$ cat config.mk
export PLATFORM = sky130hd
export DESIGN_NAME = encoders_scanner_flat
export DESIGN_NICKNAME = d
export VERILOG_FILES = /design/src/rtl/encoders_scanner_if.sv /design/src/rtl/encoders_scanner.sv /design/src/flat_wrapper.sv
export SDC_FILE = /design/constraint.sdc
export NUM_CORES = 1
export LEC_CHECK = 0
export CELL_PAD_IN_SITES_DETAIL_PLACEMENT = 1
export CELL_PAD_IN_SITES_GLOBAL_PLACEMENT = 2
export CORE_MARGIN = 2
export CORE_UTILIZATION = 39
export DETAILED_ROUTE_END_ITERATION = 16
export PLACE_DENSITY = 0.79
export SLEW_MARGIN = 20
export SYNTH_ARGS = -nofsm -noshare
export SYNTH_HDL_FRONTEND = slang
export SYNTH_SLANG_ARGS = --single-unit
export TNS_END_PERCENT = 1
$ cat constraint.sdc
create_clock -name clk -period 9.36 [get_ports clk]
set_clock_uncertainty 0.15 [all_clocks]
set_input_delay 1.872 -clock clk [delete_from_list [all_inputs] [get_ports clk]]
set_output_delay 1.872 -clock clk [all_outputs]
set_load 0.03 [all_outputs]
$ cat src/rtl/encoders_scanner_if.sv
// encoders_scanner_if: signals between the encoder mux scanner and its users.
//   master: scanner side (drives mux_addr, ready, debounced, changed, irq,
//           position; receives mux_out, flag_clear)
//   slave : board / register-block side (the mirror image)
interface encoders_scanner_if #(
  parameter int MUX_BITS = 4,
  parameter int POS_BITS = 8
);
  localparam int N = 2**MUX_BITS;

  logic [MUX_BITS-1:0]          mux_addr;
  logic                         mux_out;
  logic                         ready;
  logic [N-1:0]                 debounced;
  logic [N-1:0]                 changed;
  logic [N-1:0]                 flag_clear;
  logic                         irq;
  logic [(N/2)*POS_BITS-1:0]    position;

  modport master (
    output mux_addr, ready, debounced, changed, irq, position,
    input  mux_out, flag_clear
  );

  modport slave (
    input  mux_addr, ready, debounced, changed, irq, position,
    output mux_out, flag_clear
  );
endinterface

$ cat src/rtl/encoders_scanner.sv
// encoders_scanner: scans N = 2^MUX_BITS multiplexed encoder inputs, debounces
// each channel with state kept in a small async-read RAM, raises sticky change
// flags with an interrupt and decodes channel pairs as quadrature into
// wrapping position counters.
//   clk, reset : clock, synchronous active-high reset
//   bus.mux_addr   : external mux select (out)
//   bus.mux_out    : selected mux output, already synchronised (in)
//   bus.ready      : low during the post-reset RAM init sweep (out)
//   bus.debounced  : debounced channel levels (out)
//   bus.changed    : sticky change flags (out)
//   bus.flag_clear : write-1-to-clear pulses for changed (in)
//   bus.irq        : registered OR of changed (out)
//   bus.position   : per-pair counters, pair k at [k*POS_BITS +: POS_BITS] (out)
module encoders_scanner #(
  parameter int MUX_BITS      = 4,
  parameter int SLOT_CYCLES   = 32,
  parameter int DEBOUNCE_BITS = 7,
  parameter logic [(2**MUX_BITS)/2-1:0] QUAD_EN = '1,
  parameter int POS_BITS      = 8
) (
  input  logic clk,
  input  logic reset,
  encoders_scanner_if.master bus
);
  localparam int N  = 2**MUX_BITS;
  localparam int P  = N/2;
  localparam int SW = $clog2(SLOT_CYCLES);
  localparam logic [SW-1:0] S_CAP  = SW'(SLOT_CYCLES-3);
  localparam logic [SW-1:0] S_UPD  = SW'(SLOT_CYCLES-2);
  localparam logic [SW-1:0] S_LAST = SW'(SLOT_CYCLES-1);
  localparam logic [0:0] ST_INIT = 1'b0;
  localparam logic [0:0] ST_SCAN = 1'b1;

  typedef struct packed {
    logic                     out;
    logic [DEBOUNCE_BITS-1:0] cnt;
  } entry_t;

  entry_t ram [N];

  logic [0:0]                 state;
  logic [MUX_BITS-1:0]        init_addr, mux_addr;
  logic [SW-1:0]              s;
  logic                       sample, ready, irq;
  logic [N-1:0]               debounced, changed;
  logic [P-1:0][POS_BITS-1:0] pos;

  entry_t              rd, nxt, wd;
  logic                upd_slot, flip, we;
  logic [MUX_BITS-1:0] wa, a_idx, b_idx, pair;
  logic                old_a, old_b, new_a, new_b;
  logic [1:0]          ph_old, ph_new, ph_diff;
  logic [N-1:0]        set_vec;

  // Debounce update for the channel currently selected.
  always_comb begin
    rd       = ram[mux_addr];
    upd_slot = (state == ST_SCAN) && (s == S_UPD);
    flip     = 1'b0;
    nxt      = rd;
    if (sample == rd.out) begin
      nxt.cnt = '1;
    end else if (rd.cnt == '0) begin
      nxt.out = sample;
      nxt.cnt = '1;
      flip    = upd_slot;
    end else begin
      nxt.cnt = rd.cnt - 1'b1;
    end
  end

  // RAM write port: init sweep first, then one write per slot.
  always_comb begin
    we = 1'b0;
    wa = mux_addr;
    wd = nxt;
    if (!reset) begin
      if (state == ST_INIT) begin
        we     = 1'b1;
        wa     = init_addr;
        wd.out = 1'b0;
        wd.cnt = '1;
      end else if (upd_slot) begin
        we = 1'b1;
      end
    end
  end

  always_ff @(posedge clk) begin
    if (we) ram[wa] <= wd;
  end

  // Quadrature: the sequence 00,01,11,10 maps to phase {A, A^B} = 0,1,2,3,
  // so the phase difference mod 4 gives direction (1 = up, 3 = down).
  always_comb begin
    a_idx   = mux_addr & ~MUX_BITS'(1);
    b_idx   = mux_addr | MUX_BITS'(1);
    pair    = mux_addr >> 1;
    old_a   = debounced[a_idx];
    old_b   = debounced[b_idx];
    new_a   = mux_addr[0] ? old_a : sample;
    new_b   = mux_addr[0] ? sample : old_b;
    ph_old  = {old_a, old_a ^ old_b};
    ph_new  = {new_a, new_a ^ new_b};
    ph_diff = ph_new - ph_old;
    set_vec = '0;
    if (flip) set_vec[mux_addr] = 1'b1;
  end

  always_ff @(posedge clk) begin
    if (reset) begin
      state     <= ST_INIT;
      init_addr <= '0;
      mux_addr  <= '0;
      s         <= '0;
      sample    <= 1'b0;
      ready     <= 1'b0;
      debounced <= '0;
      changed   <= '0;
      irq       <= 1'b0;
      pos       <= '0;
    end else begin
      irq <= |changed;
      if (state == ST_INIT) begin
        init_addr <= init_addr + 1'b1;
        changed   <= '0;
        if (init_addr == MUX_BITS'(N-1)) begin
          state    <= ST_SCAN;
          ready    <= 1'b1;
          s        <= '0;
          mux_addr <= '0;
        end
      end else begin
        if (s == S_CAP) sample <= bus.mux_out;
        if (s == S_LAST) begin
          s        <= '0;
          mux_addr <= mux_addr + 1'b1;
        end else begin
          s <= s + 1'b1;
        end
        // A set in the same cycle as a clear wins.
        changed <= (changed & ~bus.flag_clear) | set_vec;
        if (flip) begin
          debounced[mux_addr] <= sample;
          for (int k = 0; k < P; k++) begin
            if (QUAD_EN[k] && pair == MUX_BITS'(k))
              pos[k] <= (ph_diff == 2'd1) ? pos[k] + 1'b1 : pos[k] - 1'b1;
          end
        end
      end
    end
  end

  assign bus.mux_addr  = mux_addr;
  assign bus.ready     = ready;
  assign bus.debounced = debounced;
  assign bus.changed   = changed;
  assign bus.irq       = irq;
  assign bus.position  = pos;
endmodule
$ cat src/flat_wrapper.sv
// flat-port wrapper written by rule: the top's interface ports become plain ports
module encoders_scanner_flat 
#(
  parameter int MUX_BITS      = 4,
  parameter int SLOT_CYCLES   = 32,
  parameter int DEBOUNCE_BITS = 7,
  parameter logic [(2**MUX_BITS)/2-1:0] QUAD_EN = '1,
  parameter int POS_BITS      = 8
)
  (clk, reset, bus_mux_addr, bus_ready, bus_debounced, bus_changed, bus_irq, bus_position, bus_mux_out, bus_flag_clear);
  encoders_scanner_if #(.MUX_BITS(MUX_BITS), .POS_BITS(POS_BITS)) bus_i ();
  input  logic clk;
  input  logic reset;
  output wire logic [$bits(bus_i.mux_addr)-1:0] bus_mux_addr;
  output wire logic [$bits(bus_i.ready)-1:0] bus_ready;
  output wire logic [$bits(bus_i.debounced)-1:0] bus_debounced;
  output wire logic [$bits(bus_i.changed)-1:0] bus_changed;
  output wire logic [$bits(bus_i.irq)-1:0] bus_irq;
  output wire logic [$bits(bus_i.position)-1:0] bus_position;
  input wire logic [$bits(bus_i.mux_out)-1:0] bus_mux_out;
  input wire logic [$bits(bus_i.flag_clear)-1:0] bus_flag_clear;
  assign bus_mux_addr = bus_i.mux_addr;
  assign bus_ready = bus_i.ready;
  assign bus_debounced = bus_i.debounced;
  assign bus_changed = bus_i.changed;
  assign bus_irq = bus_i.irq;
  assign bus_position = bus_i.position;
  assign bus_i.mux_out = bus_mux_out;
  assign bus_i.flag_clear = bus_flag_clear;
  encoders_scanner #(.MUX_BITS(MUX_BITS), .SLOT_CYCLES(SLOT_CYCLES), .DEBOUNCE_BITS(DEBOUNCE_BITS), .QUAD_EN(QUAD_EN), .POS_BITS(POS_BITS)) u_core (.clk(clk), .reset(reset), .bus(bus_i));
endmodule
==> results.md, run 1 <==
- Status: finished, final reports clean
- Initial Util: 39.9%
- DRC viols: 0
- Number of buffers created by CTS: 28
- Io pins: 121
- CP max-delay cell: a2111oi_0
- Worst-case reg-to-reg path depth: 17
- WHS: 0.328 ns
- CTS resizes: 0
- Routability cong.: roughly 0.78
- First-pass GRT wire length: roughly 50,000 µm
- Per-cell routed wire length: approximately 20 µm
- Max-Slew Margin vs Limit: between 30 and 40%
- R2r startpoint: u_core.bus.mux_addr[1]
- Final Critical Period: ~6.0 ns
- GRT overflow: 0
- Peak supply drop: around 0.13 mV
- Final instance area: ~0.015 mm²
- Crit path largest cell delay: around 0.86 ns
- Post-synth cell types: between 60 and 70
- Critical path launch point type: register
- Reg-to-reg setup timing slack: about 3.4 ns
- Vias in the first global route: 8,927
- Final Hold Fails: 0
- Worst hold start: u_core.bus.position[6]
- 1st-pass router iterations: 4
- Total of max-cap violations: 0
- DR iter-0 viols: between 500 and 600
- Seq/Total Area, Yosys: a little over 50%
- Crit path DAT: 6.27 ns
- Mapped Nets: about 1,100
- Slew @ Worst Pin: about 1.0 ns
- Data required, critical path: 9.65 ns
- Crit Reg-Reg Endpoint: u_core.bus.position[47]
- Antenna Violating Nets Remaining: 0
- Final Cycle Share: 63.9%
- Fmax: approximately 170 MHz
- Leak: 0.00533 µW
- CTS sink cnt: 245
- Synth-to-layout area growth: 19.6%
- CTS tree: yes
- Mapped Area: roughly 0.012 mm²
- Final core occ: 47.7%
- #FFs+latches synth: between 200 and 250
- Ys flop type: edfxtp_1
- Die width: 181 µm
- Vias: about 8,400
- Die footprint: 0.0329 mm²
- Worst hold path type: register to register
- Vias/cell: between 5 and 6
- RSZ-0062 raised after global routing: no
- Final setup viols: 0
- Hold Path End: u_core.bus.position[6]
- CTS Buffer Depth: 3
- Mapped Avg Cell Area: approximately 12 µm²
- Root Buffer: clkbuf_16
- Chip height: 181 µm
- WS Path Type: register to register
- Worst-path maximum fanout: 46
- Largest net degree at the start of global routing: 66
- Proportion of layout cells with a drive suffix above 1: between 10% and 20%
- Port buffer count: 120
- Clock Latency Late Sink: 0.56 ns
- Row count: 64
- Core box area: between 0.03 and 0.04 mm²
- Hold_buf cts: 0
- Post-route setup TNS: 0 ns
- Yosys warns: 0
- Asr flop ratio synth: 0%
- Crit. End Element: register
- Diode count: 0
- Total GRT Usage: about a fifth
- Number of synthesized flops with an enable pin: approximately 130
- Max-slew violation count: 0
- Placed Area: 0.0138 mm²
- Post-CTS Setup Bufs: 0
- Hold depth: 2
- Final layout net count: approximately 1,200
- Power density over the cells: about 150 mW/mm²
- WL final: ~30,000 µm
- DP HPWL: around 21,000 µm
- Critical-path cell list: mux4_2 > mux2i_1 > mux2i_1 > xnor2_1 > ha_1 > nor2b_1 > mux2i_4 > buf_4 > buf_4 > ha_1 > a21o_1 > a21oi_1 > o21bai_1 > a2111oi_0 > or4b_2 > a21oi_1 > a2111o_1
- Clock slew at reported path FFs: around 0.060 ns
- Initial antenna violation count: 0
- Gate Count Post-Synth: approximately 1,000
- H-tree level count: 1
flip-flops by register name, indices dropped and copies added, names as in the netlist, named ones only:
name                  flops
u_core.bus.changed       16
u_core.s                  5
u_core.ram              128
u_core.bus.debounced     16
u_core.bus.position      64
u_core.sample             1
u_core.state              1
u_core.bus.mux_addr       4
u_core.bus.irq            1
u_core.init_addr          4
u_core.bus.ready          1
how the worst max path moves through the flow:
stage / startpoint / endpoint / depth (start not counted)
finish: u_core.bus.mux_addr[1] / u_core.bus.position[47] / 17
global route: u_core.bus.mux_addr[1] / u_core.bus.position[47] / 17
CTS: u_core.bus.mux_addr[1] / u_core.bus.position[47] / 17
detailed placement: u_core.bus.mux_addr[1] / u_core.bus.position[47] / 17
global placement: u_core.bus.mux_addr[1] / u_core.bus.position[47] / 17
floorplan: u_core.bus.mux_addr[1] / u_core.bus.position[23] / 17
final cells by class:
cell class / instances / area, µm²
multi-input combinational: 715 / 5750
clock inverter: 11 / 128
fill: 3275 / 16100
timing repair buffer: 128 / 1260
tap: 396 / 495
inverter: 29 / 109
sequential: 245 / 6190
clock buffer: 35 / 727
layer usage:
metal	routed length, µm	up-vias	global-route usage [%]
li1	-	4055	-
met1	14000	4217	25.1
met2	14700	140	31.6
met3	1620	32	4.01
met4	395	0	3.32
met5	0	-	0
cell usage after synthesis (8+ instances only):
cell       instances  area share, %
ha_1              61            6.2
nor2_1           107            3.3
mux4_2            35            6.4
xor2_1            23            1.6
dfxtp_1          117             19
nand2_1           31           0.95
nor4_1             8           0.41
nand4_1           17           0.87
nor2b_1           22            1.1
nand2b_1          29            1.5
clkbuf_1          29           0.89
buf_2              9           0.37
a21o_1            17            1.0
o21ai_0           15           0.61
xnor2_1           37            2.6
edfxtp_1         128             31
and2_1             8           0.41
a21oi_1           80            3.3
inv_1             27           0.83
a2111oi_0          8           0.57
nand3_1           27            1.1
fa_1               8            1.3
o21bai_1          14           0.86
mux2i_1           69            5.6
logic make-up after synthesis:
kind of cell | Yosys count | synth area share, %
AND/OR/NAND/NOR | 301 | 13.0
AO/OA/AOI/OAI | 177 | 9.45
adder cells (fa/ha/maj) | 69 | 7.53
multiplexers | 108 | 12.5
flip-flops | 245 | 50.5
buffers and inverters | 79 | 2.85
XOR/XNOR | 60 | 4.29
power by group:
part / switching (µW) / total, µW / internal [µW] / leakage [µW]
logic: 27.5 / 43.8 / 16.3 / 0.00288
registers: 2.51 / 1130 / 1130 / 0.00204
clock network: 429 / 1030 / 601 / 0.000411
critical path: cells and delay by family (launching register included):
| kind | cells | cell delay, ns |
|---|---|---|
| adder cells (fa/ha/maj) | 2 | 0.66 |
| AND/OR/NAND/NOR | 2 | 0.33 |
| buffers and inverters | 2 | 0.87 |
| multiplexers | 4 | 1.19 |
| flip-flops | 1 | 0.74 |
| XOR/XNOR | 1 | 0.15 |
| AO/OA/AOI/OAI | 6 | 1.74 |
metrics by stage:
stage | worst slack [ns] | power, µW | instances
final | 3.38 | 2210 | 1559
after global routing | 3.01 | 2280 | 1559
after CTS | 3.34 | 2230 | 1559
after detailed placement | 3.35 | 1200 | 1513
after global placement | 3.60 | 1200 | 1513
after floorplan | 2.63 | 1180 | 1039
cell usage in the layout (no fill, tap or decap), types with 8 or more instances in the layout:
cell type / instances
buf_4: 9
ha_1: 61
mux4_2: 35
inv_1: 27
o21bai_1: 14
nand3_1: 27
fa_1: 8
xor2_1: 23
nor2b_1: 22
clkbuf_16: 28
and2_1: 8
edfxtp_1: 128
o21ai_0: 15
nor2_1: 107
xnor2_1: 37
mux2i_1: 68
a21oi_1: 80
nand2_1: 31
a21o_1: 17
nand2b_1: 29
nand4_1: 17
dfxtp_1: 115
clkdlybuf4s50_1: 119
No activity file was read; power rests on OpenSTA's default activity.
==> run 2, diff against run 1 <==
- clock period: 9.36 -> 6.1 ns (I/O delays scaled with it)
==> results.md, run 2 (synthesis gave the netlist of run 1 again) <==
- Status: finished, final reports clean
- Data required, critical path: roughly 6.4 ns
- R2r startpoint: u_core.bus.mux_addr[1]
- Total of max-cap violations: 0
- CTS sink cnt: about 250
- Switching power: approximately 760 µW
- P_int: roughly 2900 µW
- Port buffer count: 120
- Critical path launch point type: register
- Number of buffers created by CTS: 28
- DRC viols: 0
- Post-CTS Setup Bufs: 0
- Clock Latency Late Sink: between 0.5 and 0.6 ns
- Clock slew at reported path FFs: 0.06 ns
- Comb power frac: 1.8%
- Leak: 0.00546 µW
- CTS tree: yes
- Worst-case reg-to-reg path depth: 16
- Vias/cell: roughly 5.4
- Max-slew violation count: 0
- Total power: between 3000 and 4000 µW
- Total GRT Usage: around a fifth
- WS Path Type: register to register
- Largest register FFs: 128
- Final layout net count: approximately 1,200
- CTS Buffer Depth: 3
- GRT overflow: 0
- Hold_buf cts: 0
- Commonest non-fill, non-tap cell in the layout: edfxtp_1
- Synth-to-layout area growth: 21.4%
- Final setup viols: 0
- Slew @ Worst Pin: between 1 and 1.5 ns
- 1st-pass router iterations: 6
- Switch share: 20.9%
- DR iter-0 viols: roughly 540
- RSZ-0062 raised after global routing: no
- Proportion of layout cells with a drive suffix above 1: a little under an eighth
- Post-route setup TNS: 0 ns
- Peak supply drop: slightly above 0.2 mV
- Worst-path maximum fanout: 35
- Final Critical Period: 5.39 ns
- Die width: approximately 180 µm
- Biggest register: u_core.ram
- Initial Util: between 30% and 40%
- CTS resizes: 0
- Per-cell routed wire length: 19.6 µm
- Max-Slew Margin vs Limit: between 30% and 40%
- Final Cycle Share: between 80% and 90%
- Routability cong.: roughly 0.76
- Crit path largest cell delay: about 0.84 ns
- Fmax: 185 MHz
- Clock share of power: around half
- Die footprint: approximately 0.033 mm²
- CP max-delay cell: a2111oi_0
- Worst hold path type: register to register
- First-pass GRT wire length: between 50,000 and 60,000 µm
- Commonest non-fill, non-tap cells in the layout: 128 x edfxtp_1, 119 x clkdlybuf4s50_1, 116 x dfxtp_1, 107 x nor2_1, 80 x a21oi_1
- Final Hold Fails: 0
- Crit Reg-Reg Endpoint: u_core.bus.position[47]
- Hold depth: 2
- Crit path DAT: 5.71 ns
- Io pins: ~120
- Power density over the cells: roughly 240 mW/mm²
- Initial antenna violation count: 0
- Core box area: roughly 0.03 mm²
- Worst hold start: u_core.bus.position[3]
- Critical-path cell list: mux4_2 > mux2i_1 > mux2i_1 > xnor2_1 > ha_1 > nor2_1 > mux2i_4 > buf_12 > ha_1 > a21o_1 > a21oi_1 > o21bai_1 > a2111oi_0 > or4b_2 > a21oi_1 > a2111o_1
- DP HPWL: 21,400 µm
- Reg-to-reg setup timing slack: a little over 0.7 ns
- Row count: between 60 and 70
- Diode count: 0
- Worst setup path start: u_core.bus.mux_addr[1]
- Root Buffer: clkbuf_16
- Antenna Violating Nets Remaining: 0
- Largest net degree at the start of global routing: approximately 70
- Vias: ~8,500
- Chip height: ~180 µm
- WL final: roughly 31,000 µm
- H-tree level count: 1
- Crit. End Element: register
- Seq pwr share: between 40% and 50%
- Hold Path End: u_core.bus.position[3]
- Vias in the first global route: 8,983
==> run 2: stage by stage <==
| step | hold WS, ns | instances | instance area [µm²] | setup slack, ns | util (%) |
|---|---|---|---|---|---|
| final | 0.335 | 1570 | 14900 | 0.708 | 48.4 |
| after global routing | 0.359 | 1570 | 14900 | 0.259 | 48.4 |
| after CTS | 0.340 | 1570 | 14900 | 0.648 | 48.4 |
| after detailed placement | 0.331 | 1519 | 13900 | 0.621 | 45.1 |
| after global placement | 0.327 | 1519 | 13900 | 0.851 | 45.1 |
| after floorplan | 0.296 | 1039 | 12300 | 0.239 | - |
==> run 2: worst max path at each step <==
stage / slack (ns) / depth (start not counted) / end
2_1_floorplan: 0.24 / 17 / u_core.bus.position[23]
3_3_place_gp: 0.85 / 16 / u_core.bus.position[47]
3_5_place_dp: 0.62 / 16 / u_core.bus.position[47]
4_1_cts: 0.65 / 16 / u_core.bus.position[47]
5_1_grt: 0.26 / 16 / u_core.bus.position[47]
6_report: 0.71 / 16 / u_core.bus.position[47]
==> run 2: power by group through the flow <==
stage / combinational (µW) / sequential (µW) / clock (µW)
after floorplan: 40.8 / 1770 / 0
after global placement: 65.3 / 1770 / 0
after detailed placement: 67.2 / 1770 / 0
after CTS: 67.5 / 1740 / 1870
after global routing: 74.2 / 1740 / 1940
final: 66.7 / 1740 / 1820
==> run 2: layer usage <==
metal	track usage, %	wire [µm]	share of wire, %	up-vias
li1	-	-	-	4087
met1	26.3	14200	46	4257
met2	31.3	14500	47	159
met3	2.96	1500	4.9	35
met4	4.91	523	1.7	0
met5	0	0	0	-
==> run 2: critical path: cells and delay by family, from the launching register on <==
family / cells / cell delay, ns
AOI/OAI and AO/OA: 6 / 1.74
xor gates and xnor gates: 1 / 0.15
adders and majority gates: 2 / 0.59
buffers and inverters: 1 / 0.29
DFF: 1 / 0.51
muxes: 4 / 1.51
and+or+nand+nor: 2 / 0.33
==> run 2: layout make-up <==
cell class	instances	area [µm²]
clock inverter	17	256
clock buffer	34	763
fill	3219	15900
sequential	245	6190
multi-input combinational	715	5750
tap	396	495
timing repair buffer	134	1320
inverter	29	109
